--- config.mk ---
export PLATFORM = sky130hd
export DESIGN_NAME = gpu_vram_arbiter
export DESIGN_NICKNAME = d
export VERILOG_FILES = /design/src/rtl/gpu_vram_arbiter.sv
export SDC_FILE = /design/constraint.sdc
export NUM_CORES = 1
export LEC_CHECK = 0
export ABC_AREA = 1
export BUFFER_PORTS_ARGS = -buffer_cell sky130_fd_sc_hd__buf_2
export CAP_MARGIN = 0
export CORE_ASPECT_RATIO = 0.7
export CORE_MARGIN = 8
export CORE_UTILIZATION = 43
export DETAILED_ROUTE_END_ITERATION = 10
export PLACE_DENSITY = 0.81
export SYNTH_ARGS = -nofsm -noshare
export SYNTH_HDL_FRONTEND = slang
export SYNTH_SLANG_ARGS = --single-unit
--- constraint.sdc ---
create_clock -name iClock -period 1.44 [get_ports iClock]
set_input_delay 0.288 -clock iClock [delete_from_list [all_inputs] [get_ports iClock]]
set_output_delay 0.288 -clock iClock [all_outputs]
set_load 0.02 [all_outputs]
--- src/rtl/gpu_vram_arbiter.sv ---
// VRAM arbiter between the GPU microcode engine and the CPU bus.
// GPU reads have priority; a wait counter bounds CPU starvation.
module gpu_vram_arbiter #(
    parameter int CPU_MAX_WAIT = 8
) (
    input  logic        iClock,
    input  logic        iReset,
    input  logic        iLcdEnable,
    input  logic [1:0]  iGpuState,
    input  logic        iGpuReq,
    input  logic [15:0] iGpuAddr,
    output logic [7:0]  oGpuData,
    output logic        oGpuAck,
    input  logic        iCpuReq,
    input  logic        iCpuWe,
    input  logic [15:0] iCpuAddr,
    input  logic [7:0]  iCpuData,
    output logic [7:0]  oCpuData,
    output logic        oCpuAck,
    output logic [12:0] oVramAddr,
    output logic        oVramWe,
    output logic [7:0]  oVramData,
    input  logic [7:0]  iVramData
);

    typedef enum logic [2:0] {
        S_IDLE, S_GPU_RD, S_CPU_RD, S_CPU_WR, S_CPU_BLK, S_DONE
    } state_e;

    // Which requester DONE completes, and what data it returns.
    typedef enum logic [1:0] {
        SRC_GPU, SRC_CPU_RD, SRC_CPU_NODATA, SRC_BLK_RD
    } src_e;

    localparam logic [3:0] MAX_WAIT = 4'(CPU_MAX_WAIT);

    state_e     state_q, state_d;
    src_e       src_q, src_d;
    logic [3:0] wait_q, wait_d;
    logic [7:0] gpu_data_q, gpu_data_d;
    logic [7:0] cpu_data_q, cpu_data_d;
    logic       blocked;
    logic       done;
    logic       unused_addr;

    assign unused_addr = ^{iGpuAddr[15:13], iCpuAddr[15:13]};
    assign blocked = iLcdEnable && (iGpuState == 2'd3);
    assign done = (state_q == S_DONE);

    // State, wait counter and held read data registers.
    always_ff @(posedge iClock or negedge iReset) begin
        if (!iReset) begin
            state_q    <= S_IDLE;
            src_q      <= SRC_GPU;
            wait_q     <= 4'd0;
            gpu_data_q <= 8'd0;
            cpu_data_q <= 8'd0;
        end else begin
            state_q    <= state_d;
            src_q      <= src_d;
            wait_q     <= wait_d;
            gpu_data_q <= gpu_data_d;
            cpu_data_q <= cpu_data_d;
        end
    end

    // Arbitration decision in IDLE; fixed sequencing elsewhere.
    always_comb begin
        state_d = state_q;
        src_d   = src_q;
        wait_d  = wait_q;
        case (state_q)
            S_IDLE: begin
                if (iCpuReq && (wait_q >= MAX_WAIT) && !blocked) begin
                    state_d = iCpuWe ? S_CPU_WR : S_CPU_RD;
                    src_d   = iCpuWe ? SRC_CPU_NODATA : SRC_CPU_RD;
                    wait_d  = 4'd0;
                end else if (iGpuReq) begin
                    state_d = S_GPU_RD;
                    src_d   = SRC_GPU;
                    if (iCpuReq && (wait_q != 4'd15))
                        wait_d = wait_q + 4'd1;
                end else if (iCpuReq && blocked) begin
                    state_d = S_CPU_BLK;
                    src_d   = iCpuWe ? SRC_CPU_NODATA : SRC_BLK_RD;
                    wait_d  = 4'd0;
                end else if (iCpuReq) begin
                    state_d = iCpuWe ? S_CPU_WR : S_CPU_RD;
                    src_d   = iCpuWe ? SRC_CPU_NODATA : SRC_CPU_RD;
                    wait_d  = 4'd0;
                end
            end
            S_GPU_RD, S_CPU_RD, S_CPU_WR, S_CPU_BLK: state_d = S_DONE;
            S_DONE:  state_d = S_IDLE;
            default: state_d = S_IDLE;
        endcase
    end

    // VRAM port drive for the granted access.
    always_comb begin
        oVramAddr = 13'd0;
        oVramWe   = 1'b0;
        oVramData = 8'd0;
        case (state_q)
            S_GPU_RD: oVramAddr = iGpuAddr[12:0];
            S_CPU_RD: oVramAddr = iCpuAddr[12:0];
            S_CPU_WR: begin
                oVramAddr = iCpuAddr[12:0];
                oVramWe   = 1'b1;
                oVramData = iCpuData;
            end
            default: ;
        endcase
    end

    // Completion pulses; read data is live during ack, then held.
    always_comb begin
        oGpuAck    = done && (src_q == SRC_GPU);
        oCpuAck    = done && (src_q != SRC_GPU);
        gpu_data_d = gpu_data_q;
        cpu_data_d = cpu_data_q;
        if (oGpuAck)
            gpu_data_d = iVramData;
        if (done && (src_q == SRC_CPU_RD))
            cpu_data_d = iVramData;
        if (done && (src_q == SRC_BLK_RD))
            cpu_data_d = 8'hFF;
        oGpuData = gpu_data_d;
        oCpuData = cpu_data_d;
    end

endmodule

==> results.py, run 1 <==
metrics = {
    "final_layout": {
        "mostFrequentLayoutCells": "nand2_1 (66), buf_2 (49), buf_6 (39), inv_1 (34), dfrtp_1 (25)",
        "drive_gt1_share_pct": 49.4,
        "diodes": 0,
        "syn_to_final_growth_pct": 71.2,
        "finalNonFillerCells": 388,
        "multi_input_area_um2": 898,
        "fillCellCount": 255,
        "ff_latch_area_um2": 626,
        "final_area_um2": 2690,
        "finalNetCount": 397,
        "final_common_cell": "nand2_1",
    },
    "synth": {
        "syn_area_per_cell_um2": 6.92,
        "synth.area.top_cells": "dfrtp_1 (40%), nand2_1 (17%), inv_1 (10%), nand3_1 (7.6%), nor2_1 (5.0%)",
        "synth_nets": 285,
        "ys_seq_area_share_pct": 39.8,
        "async_flop_share_pct": 100,
        "synth.distinct_cells": 21,
        "yosys.area.top_type": "dfrtp_1",
        "synthCells": 227,
        "yosys_most_used_dff": "dfrtp_1",
        "synth_area_um2": 1570,
        "ys_ff_latch": 25,
        "yosysWarningCount": 0,
        "synth_top_area_share_pct": 39.8,
        "synth_edf_count": 0,
    },
    "global_routing": {
        "grt_first_pass_wirelength_mm": 8.08,
        "grt_util_all_layers_pct": 17.2,
        "overflow": 0,
        "grt_pass1_vias": 1791,
        "grt_max_degree": 26,
        "antenna_found_initial": 0,
    },
    "clock_tree": {
        "cts-hold-fix-buffers": 0,
        "insertion_delay_ps": 270,
        "clkTransAtPathRegs_ps": 80,
        "cts_sinks": 25,
        "cts_made_buffers": 3,
        "cts_tree": "yes",
        "clockBufferDepth": 2,
        "root_buffer": "clkbuf_8",
        "cts_max_level": 1,
    },
    "placed_design": {
        "portBuffers": 89,
        "dpl_cell_area_um2": 2170,
        "place_inst": 374,
        "place_hpwl_mm": 3.60,
        "place_congestion": 0.795,
    },
    "setup_path": {
        "crit_chain": "inv_2 -> nand2_4 -> nor2_8 -> nand2_4 -> nor2_8 -> nand2_1 -> nand2_1 -> inv_2 -> buf_6",
        "slowest_delay_ps": 400,
        "crit_family": "simple AND/OR/NAND/NOR gates",
        "path_depth": 9,
        "cp.arrival_ps": 1520,
        "criticalPathCategory": "reg2out",
        "start_kind": "flop",
        "timing.reg2reg.setup_slack_ps": 30,
        "cpMaxStageDelayCell": "dfrtp_1",
        "cp_max_fo": 8,
        "reg2regPathDepth": 10,
        "crit_buf_inv": 3,
        "cp.required_ps": 1150,
        "r2r_start": "state_q[1]",
        "cp-end-kind": "output pin",
        "r2r-end": "cpu_data_q[1]",
    },
    "detailed_routing": {
        "ant_nets": 0,
        "routed-wl-met2_mm": 2.69,
        "drc": 0,
        "routed_wl_mm": 5.52,
        "highest_layer": "met4",
        "first_pass_iters": 4,
        "m1WireLength_mm": 2.15,
        "vias": 1810,
        "drt-vias-per-instance": 4.66,
        "wl_met3_um": 624,
        "drtIter0Drc": 80,
        "routedWlPerCell_um": 14.2,
    },
    "power": {
        "pwr-share-clk_pct": 6.8,
        "pwr-share-comb_pct": 73.3,
        "vdd_drop_max_uv": 1780,
        "leakage_uw": 0.00155,
        "total_power_uw": 6040,
        "p_per_area_nw_per_um2": 2250,
        "sw_frac_of_total_pct": 47.3,
        "p_sw_uw": 2860,
        "internal_power_uw": 3180,
        "power_frac_seq_pct": 19.9,
    },
    "sta": {
        "clock_skew_ps": 1.14,
        "finalMaxSlewViolations": 0,
        "setup_viol": 40,
        "hold_ws_ps": -3.98,
        "setup_ws_ps": -371,
        "fin_crit_ps": 1810,
        "fmax_mhz": 552,
        "finalSetupTns_ps": -11460,
        "slew-limit-headroom_pct": 63.4,
        "finalHoldViolations": 12,
        "final.period_utilization_pct": 126,
        "rsz0062_at_grt": "yes",
        "worstMarginPinSlew_ps": 549,
    },
    "status": {
        "violations": "negative hold slack, negative setup slack",
        "status": "complete, but fails checks",
    },
    "flow_run": {
        "maxCapViolations": 0,
    },
    "floorplan": {
        "placementRows": 18,
        "die_w_um": 88.2,
        "dieArea_um2": 5870,
        "core_um2": 3510,
        "die_h_um": 66.6,
        "ioPinCount": 96,
        "start_util_pct": 44.7,
    },
    "hold_path": {
        "hold_path_class": "in2async",
    },
}
[timing repair]
| item | 4_1_cts | 5_1_grt |
|---|---|---|
| buffers inserted | 6 | 3 |
| pin swaps | 4 | 4 |
| endpoints found under the setup margin | 40 | 43 |
| gates resized for setup | 80 | 34 |
| cloned | 2 | 0 |
[registers in the layout, indices dropped and copies added (netlist names)]
signal / flops
src_q: 2
state_q: 3
cpu_data_q: 8
wait_q: 4
gpu_data_q: 8
[cells by family after synthesis]
kind of cell | synth area share [%]
compound gates | 6.37
fa+ha+maj | 1.59
buf+inv | 13.5
flops | 39.8
simple gates | 38.7
[power by group through the flow]
| stage | Sequential (uW) | Clock [uW] | Combinational, uW |
|---|---|---|---|
| after global placement | 1170 | 0 | 2790 |
| after global routing | 1230 | 444 | 4730 |
| after CTS | 1190 | 423 | 3970 |
| after floorplan | 1180 | 0 | 1900 |
| final | 1200 | 411 | 4430 |
| after detailed placement | 1180 | 0 | 2840 |
[metrics by stage]
stage / util (%) / hold WS, ps / setup WS (ps)
final: 76.5 / -3.98 / -371
after global routing: 76.5 / 40.2 / -457
after CTS: 72.3 / 11.8 / -325
after detailed placement: 61.7 / 307 / -71.7
after global placement: 61.7 / 305 / -37.3
after floorplan: - / -7.59 / 1.41
[synth_stat cells, types with 2 or more instances]
master,number
buf_2,2
dfrtp_1,25
ha_1,2
inv_1,42
inv_2,6
nand2_1,73
nand2_2,2
nand2_4,3
nand3_1,24
nand4_1,2
nor2_1,21
nor2_2,4
nor2_8,2
o21ai_0,3
o21ai_1,3
o21ai_2,8
[layer usage]
| metal | GRT usage (%) | up-vias |
|---|---|---|
| li1 | - | 906 |
| met1 | 19.2 | 813 |
| met2 | 30.5 | 86 |
| met3 | 6.27 | 5 |
| met4 | 3.98 | 0 |
| met5 | 0 | - |
[how the worst max path moves through the flow]
stage | startpoint | end | slack (ps)
final | state_q[1] | oCpuData[2] | -370
after CTS | state_q[1] | oCpuData[5] | -320
after floorplan | src_q[1] | oGpuData[0] | 1
after global routing | state_q[1] | oCpuData[2] | -460
after global placement | state_q[1] | oCpuData[4] | -40
after detailed placement | state_q[1] | oCpuData[2] | -70
[final cells by class]
type | instances | area share, %
clock buffers | 3 | 1.54
well taps | 50 | 2.33
multi-input cells | 151 | 33.4
clock inverters | 1 | 0.186
flip-flops and latches | 25 | 23.3
repair buffers | 109 | 31.8
inverters | 49 | 7.49
Power figures use the tool's default switching activity.
==> run 2: changes to the inputs <==
--- a/config.mk
+++ b/config.mk
@@ -6,10 +6,10 @@
 export NUM_CORES = 1
 export LEC_CHECK = 0
 export ABC_AREA = 1
-export BUFFER_PORTS_ARGS = -buffer_cell sky130_fd_sc_hd__buf_2
+export BUFFER_PORTS_ARGS = -buffer_cell sky130_fd_sc_hd__clkbuf_2
 export CAP_MARGIN = 0
 export CORE_ASPECT_RATIO = 0.7
-export CORE_MARGIN = 8
+export CORE_MARGIN = 2
 export CORE_UTILIZATION = 43
 export DETAILED_ROUTE_END_ITERATION = 10
 export PLACE_DENSITY = 0.81
==> run 2 against run 1 <==
Compared with the run above: the flow finishes with violations (negative setup slack); utilization up 1.2 points; critical endpoint is now oCpuData[4]; cell area up 1.6%; via count up 3.7%; critical path depth unchanged; first-iteration DRC count down 48%; combinational power down 11%; worst hold slack better by 15 ps; highest routed layer unchanged; register-to-register slack worse by 40 ps; routed wire length up 2.2%; clock power about the same.
==> results.py, run 2 (synthesis gave the netlist of run 1 again) <==
metrics = {
    "clock_tree": {
        "cts_tree": "yes",
        "cts_max_level": 1,
        "cts_sinks": 25,
        "insertion_delay_ps": 260,
        "clockBufferDepth": 2,
        "clkTransAtPathRegs_ps": 80,
        "cts_made_buffers": 3,
        "cts-hold-fix-buffers": 0,
        "root_buffer": "clkbuf_8",
    },
    "placed_design": {
        "place_hpwl_mm": 3.00,
        "portBuffers": 89,
        "place_ws_ps": -74.2,
        "place_inst": 373,
        "place_congestion": 0.785,
    },
    "sta": {
        "fin_crit_ps": 1860,
        "worstMarginPinSlew_ps": 605,
        "setup_viol": 41,
        "slew-limit-headroom_pct": 59.6,
        "clock_skew_ps": 1.60,
        "rsz0062_at_grt": "yes",
        "finalHoldViolations": 0,
        "final.period_utilization_pct": 129,
        "fmax_mhz": 537,
        "finalMaxSlewViolations": 0,
        "setup_ws_ps": -421,
    },
    "setup_path": {
        "cpMaxStageDelayCell": "dfrtp_1",
        "r2r_start": "state_q[1]",
        "crit_family": "simple AND/OR/NAND/NOR gates",
        "reg2regPathDepth": 10,
        "criticalPathCategory": "reg2out",
        "crit_buf_inv": 3,
        "cp.arrival_ps": 1570,
        "start_kind": "flop",
        "cp_max_fo": 8,
        "timing.reg2reg.setup_slack_ps": -10,
        "r2r-end": "cpu_data_q[2]",
        "cp-end-kind": "output pin",
        "cp.required_ps": 1150,
        "crit_chain": "inv_2 -> nand2_4 -> nor2_8 -> nand2_8 -> nor2_8 -> nand2_1 -> nand2_1 -> inv_2 -> buf_8",
        "slowest_delay_ps": 400,
    },
    "global_routing": {
        "busiest_layer": "met2",
        "antenna_found_initial": 0,
        "grt_use_met2_pct": 45.7,
        "grt_util_all_layers_pct": 23.8,
        "grtUsageMet1_pct": 28.2,
        "met3_usage_pct": 4.95,
        "grt_max_degree": 26,
        "overflow": 0,
        "grt_pass1_vias": 1698,
        "grt_first_pass_wirelength_mm": 7.79,
    },
    "power": {
        "sw_frac_of_total_pct": 48.0,
        "vdd_drop_max_uv": 1810,
        "pwr-share-comb_pct": 71.2,
        "p_per_area_nw_per_um2": 2030,
        "pwr-share-clk_pct": 7.4,
        "power_frac_seq_pct": 21.4,
        "internal_power_uw": 2880,
        "p_sw_uw": 2660,
        "leakage_uw": 0.00158,
    },
    "status": {
        "violations": "negative setup slack",
        "status": "complete, but fails checks",
    },
    "floorplan": {
        "core_um2": 3510,
        "dieArea_um2": 4160,
        "ioPinCount": 96,
        "placementRows": 18,
        "die_h_um": 54.6,
        "die_w_um": 76.2,
        "start_util_pct": 44.7,
    },
    "detailed_routing": {
        "first_pass_iters": 4,
        "routed_wl_mm": 5.64,
        "routedWlPerCell_um": 14.5,
        "drtIter0Drc": 42,
        "drt-vias-per-instance": 4.84,
        "drc": 0,
        "vias": 1877,
        "ant_nets": 0,
    },
    "final_layout": {
        "final_common_cell": "clkbuf_2",
        "syn_to_final_growth_pct": 74.0,
        "diodes": 0,
        "reg_top3": "cpu_data_q: 8 flops, gpu_data_q: 8 flops, wait_q: 4 flops",
        "mostFrequentLayoutCells": "clkbuf_2 (58), nand2_1 (51), inv_1 (34), dfrtp_1 (25)",
        "finalNetCount": 397,
        "finalNonFillerCells": 388,
        "drive_gt1_share_pct": 54.4,
    },
    "flow_run": {
        "maxCapViolations": 0,
    },
    "hold_path": {
        "hold_path_class": "in2async",
    },
}
## run 2: metal layers
layer / part of all wire [%] / wire length (um) / vias up
met5: 0 / 0 / -
met4: 2.6 / 146 / 0
met3: 7.4 / 420 / 16
met2: 51 / 2870 / 88
met1: 39 / 2200 / 862
li1: - / - / 911
## run 2: worst register-to-register path, cell delays in order (launching register included)
cell and delay (ps):
dfrtp_1 400, inv_2 90, nand2_4 70, nor2_8 140, nand2_8 90, nor2_8 160
nand2_2 80, nand2_2 80, inv_2 50, buf_6 110, buf_6 100
## run 2: worst max-delay path by stage
stage | end | cells past startpoint | start | slack (ps)
floorplan | oGpuData[0] | 4 | src_q[1] | 1
global placement | oCpuData[1] | 9 | state_q[1] | -60
detailed placement | oCpuData[3] | 9 | state_q[1] | -70
CTS | oCpuData[3] | 9 | state_q[1] | -350
global route | oCpuData[4] | 9 | state_q[1] | -490
finish | oCpuData[4] | 9 | state_q[1] | -420
## run 2: final cells by class
class	instances	area, um2
fill	230	781
timing repair inverter	1	6.26
timing repair buffer	109	908
clock inverter	1	5.00
inverter	49	199
sequential	25	626
multi-input combinational	150	885
clock buffer	3	41.3
tap	50	62.6
## run 2: stage by stage
stage	total power, uW	hold slack (ps)	cell area (um2)	TNS, ps	util (%)
6_report	5540	11.3	2730	-12830	77.8
5_1_grt	5880	62.8	2730	-15830	77.8
4_1_cts	4970	31.4	2560	-11410	72.9
3_5_place_dp	3990	322	2160	-835	61.5
3_3_place_gp	3920	324	2160	-592	61.5
2_1_floorplan	3080	-7.59	1600	0	-
## run 2: power by group through the flow
stage          Clock, uW  Combinational, uW  Sequential [uW]
6_report             409               3950             1180
5_1_grt              446               4220             1210
4_1_cts              410               3390             1170
3_5_place_dp           0               2800             1180
3_3_place_gp           0               2760             1160
2_1_floorplan          0               1900             1180
## run 2: what timing repair did
action / in CTS / in global routing
gates resized for setup: 80 / 51
gates cloned: 2 / 1
setup buffers: 3 / 8
endpoints found under the setup margin: 40 / 44
pin swaps: 15 / 12
==> run 3: changes to the inputs <==
--- a/config.mk
+++ b/config.mk
@@ -11,6 +11,7 @@
 export CORE_ASPECT_RATIO = 0.7
 export CORE_MARGIN = 2
 export CORE_UTILIZATION = 43
+export CTS_BUF_LIST = sky130_fd_sc_hd__clkbuf_16
 export DETAILED_ROUTE_END_ITERATION = 10
 export PLACE_DENSITY = 0.81
 export SYNTH_ARGS = -nofsm -noshare
==> run 3 against run 2 <==
Compared with the run above: combinational power is 4% lower; largest cell class is now multi-input gates; clock-buffer cell count is the same; sequential power is essentially flat; cell count shrank 0.52%; sequential share of layout area rose by 0.084 points; utilization decreased by 0.28 points; fmax up 2.5%; the run still ends with negative setup slack left; critical path depth is the same; cell area decreased by 0.37%; non-clock buffer count shrank 2; first-iteration DRC count up 38%.
==> results.py, run 3 (synthesis gave the netlist of run 1 again) <==
metrics = {
    "detailed_routing": {
        "drtIter0Drc": 58,
        "routed_wl_mm": 5.46,
        "ant_nets": 0,
        "vias": 1866,
        "drc": 0,
        "drt-vias-per-instance": 4.83,
        "routedWlPerCell_um": 14.1,
        "first_pass_iters": 4,
    },
    "floorplan": {
        "die_w_um": 76.2,
        "start_util_pct": 44.7,
        "placementRows": 18,
        "core_um2": 3510,
        "dieArea_um2": 4160,
        "ioPinCount": 96,
        "die_h_um": 54.6,
    },
    "hold_path": {
        "hold_path_class": "in2async",
    },
    "power": {
        "p_per_area_nw_per_um2": 2050,
        "leakage_uw": 0.00158,
        "total_power_uw": 5590,
        "vdd_drop_max_uv": 1960,
    },
    "clock_tree": {
        "clkTransAtPathRegs_ps": 60,
        "root_buffer": "clkbuf_16",
        "cts_sinks": 25,
        "cts_made_buffers": 3,
        "insertion_delay_ps": 250,
        "cts_max_level": 1,
        "clockBufferDepth": 2,
        "cts_tree": "yes",
    },
    "global_routing": {
        "grt_max_degree": 26,
        "antenna_found_initial": 0,
        "overflow": 0,
        "grt_util_all_layers_pct": 24.1,
        "grt_first_pass_wirelength_mm": 7.86,
        "grt_pass1_vias": 1699,
    },
    "setup_path": {
        "crit_family": "simple AND/OR/NAND/NOR gates",
        "cp_max_fo": 8,
        "slowest_delay_ps": 390,
        "start_kind": "flop",
        "crit_chain": "inv_2 -> nand2_4 -> nor2_8 -> nand2_8 -> nor2_8 -> nand2_1 -> nand2_1 -> inv_2 -> buf_8",
        "r2r_start": "state_q[1]",
        "cp-end-kind": "output pin",
        "crit_buf_inv": 3,
        "r2r-end": "cpu_data_q[2]",
        "reg2regPathDepth": 10,
        "cp.required_ps": 1150,
        "criticalPathCategory": "reg2out",
        "cp.arrival_ps": 1530,
        "timing.reg2reg.setup_slack_ps": 30,
        "cpMaxStageDelayCell": "dfrtp_1",
    },
    "placed_design": {
        "place_congestion": 0.785,
        "portBuffers": 89,
        "dpl_cell_area_um2": 2160,
        "place_hpwl_mm": 3.00,
    },
    "final_layout": {
        "fillCellCount": 239,
        "diodes": 0,
        "final_area_um2": 2720,
        "reg_top3": "cpu_data_q: 8 flops, gpu_data_q: 8 flops, wait_q: 4 flops",
        "drive_gt1_share_pct": 53.0,
        "syn_to_final_growth_pct": 73.4,
        "mostFrequentLayoutCells": "clkbuf_2 (58), nand2_1 (53), inv_1 (36), dfrtp_1 (25), nand3_1 (23)",
        "finalNetCount": 395,
        "final_common_cell": "clkbuf_2",
    },
    "sta": {
        "fin_crit_ps": 1810,
        "fmax_mhz": 551,
        "rsz0062_at_grt": "yes",
        "setup_ws_ps": -375,
        "worstMarginPinSlew_ps": 588,
        "setup_viol": 40,
        "finalMaxSlewViolations": 0,
        "finalHoldViolations": 0,
        "clock_skew_ps": 1.62,
        "slew-limit-headroom_pct": 60.8,
        "final.period_utilization_pct": 126,
    },
    "flow_run": {
        "maxCapViolations": 0,
    },
    "status": {
        "status": "complete, but fails checks",
        "violations": "negative setup slack",
    },
}
-- run 3: changes by cell type in the layout (fill, tap and decap cells not counted), sizes merged --
| cell | change |
|---|---|
| clkbuf | +1 |
| buf | -3 |
-- run 3: area by class of cell --
cell class	instances	area, um2	share of cell area [%]
multi-input cells	150	880	32.3
repair buffers	107	870	31.9
flip-flops and latches	25	626	23.0
inverters	49	199	7.31
clock buffers	3	75.1	2.76
well taps	50	62.6	2.30
repair inverters	1	6.26	0.230
clock inverters	1	5.00	0.184
-- run 3: what timing repair did --
| action | in CTS | in global routing |
|---|---|---|
| pin swaps | 15 | 7 |
| resized for setup | 78 | 46 |
| buffers inserted | 4 | 5 |
| gates cloned | 2 | 1 |
| hold buffers | 0 | 0 |
| setup endpoints to repair | 40 | 42 |
-- run 3: through the flow --
step                      std cells  hold slack [ps]  setup WS (ps)  setup TNS (ps)  util [%]
final                           386             23.9           -375          -11310      77.5
after global routing            386             88.6           -454          -14520      77.5
after CTS                       383             49.4           -349          -10690      73.9
after detailed placement        373              322          -74.2            -835      61.5
after global placement          373              324          -59.9            -592      61.5
after floorplan                 227            -7.59           1.41               0         -
-- run 3: worst max-delay path by stage --
stage | endpoint | cells past startpoint | from | slack, ps
final | oCpuData[4] | 9 | state_q[1] | -370
after global routing | oCpuData[4] | 9 | state_q[1] | -450
after CTS | oCpuData[1] | 9 | state_q[1] | -350
after detailed placement | oCpuData[3] | 9 | state_q[1] | -70
after global placement | oCpuData[1] | 9 | state_q[1] | -60
after floorplan | oGpuData[0] | 4 | src_q[1] | 1
-- run 3: routing by layer --
metal	wire length (um)	GRT usage (%)	share of wire, %
met5	0	0	0
met4	191	6.36	3.5
met3	420	5.12	7.7
met2	2700	46.2	50
met1	2140	28.5	39
-- run 3: report_power, final --
group	leakage (uW)	internal, uW	total (uW)	switching, uW
combinational	0.00123	1580	3800	2220
clock	0.0000409	373	599	226
sequential	0.000301	1020	1180	167
total	0.00158	2970	5590	2620
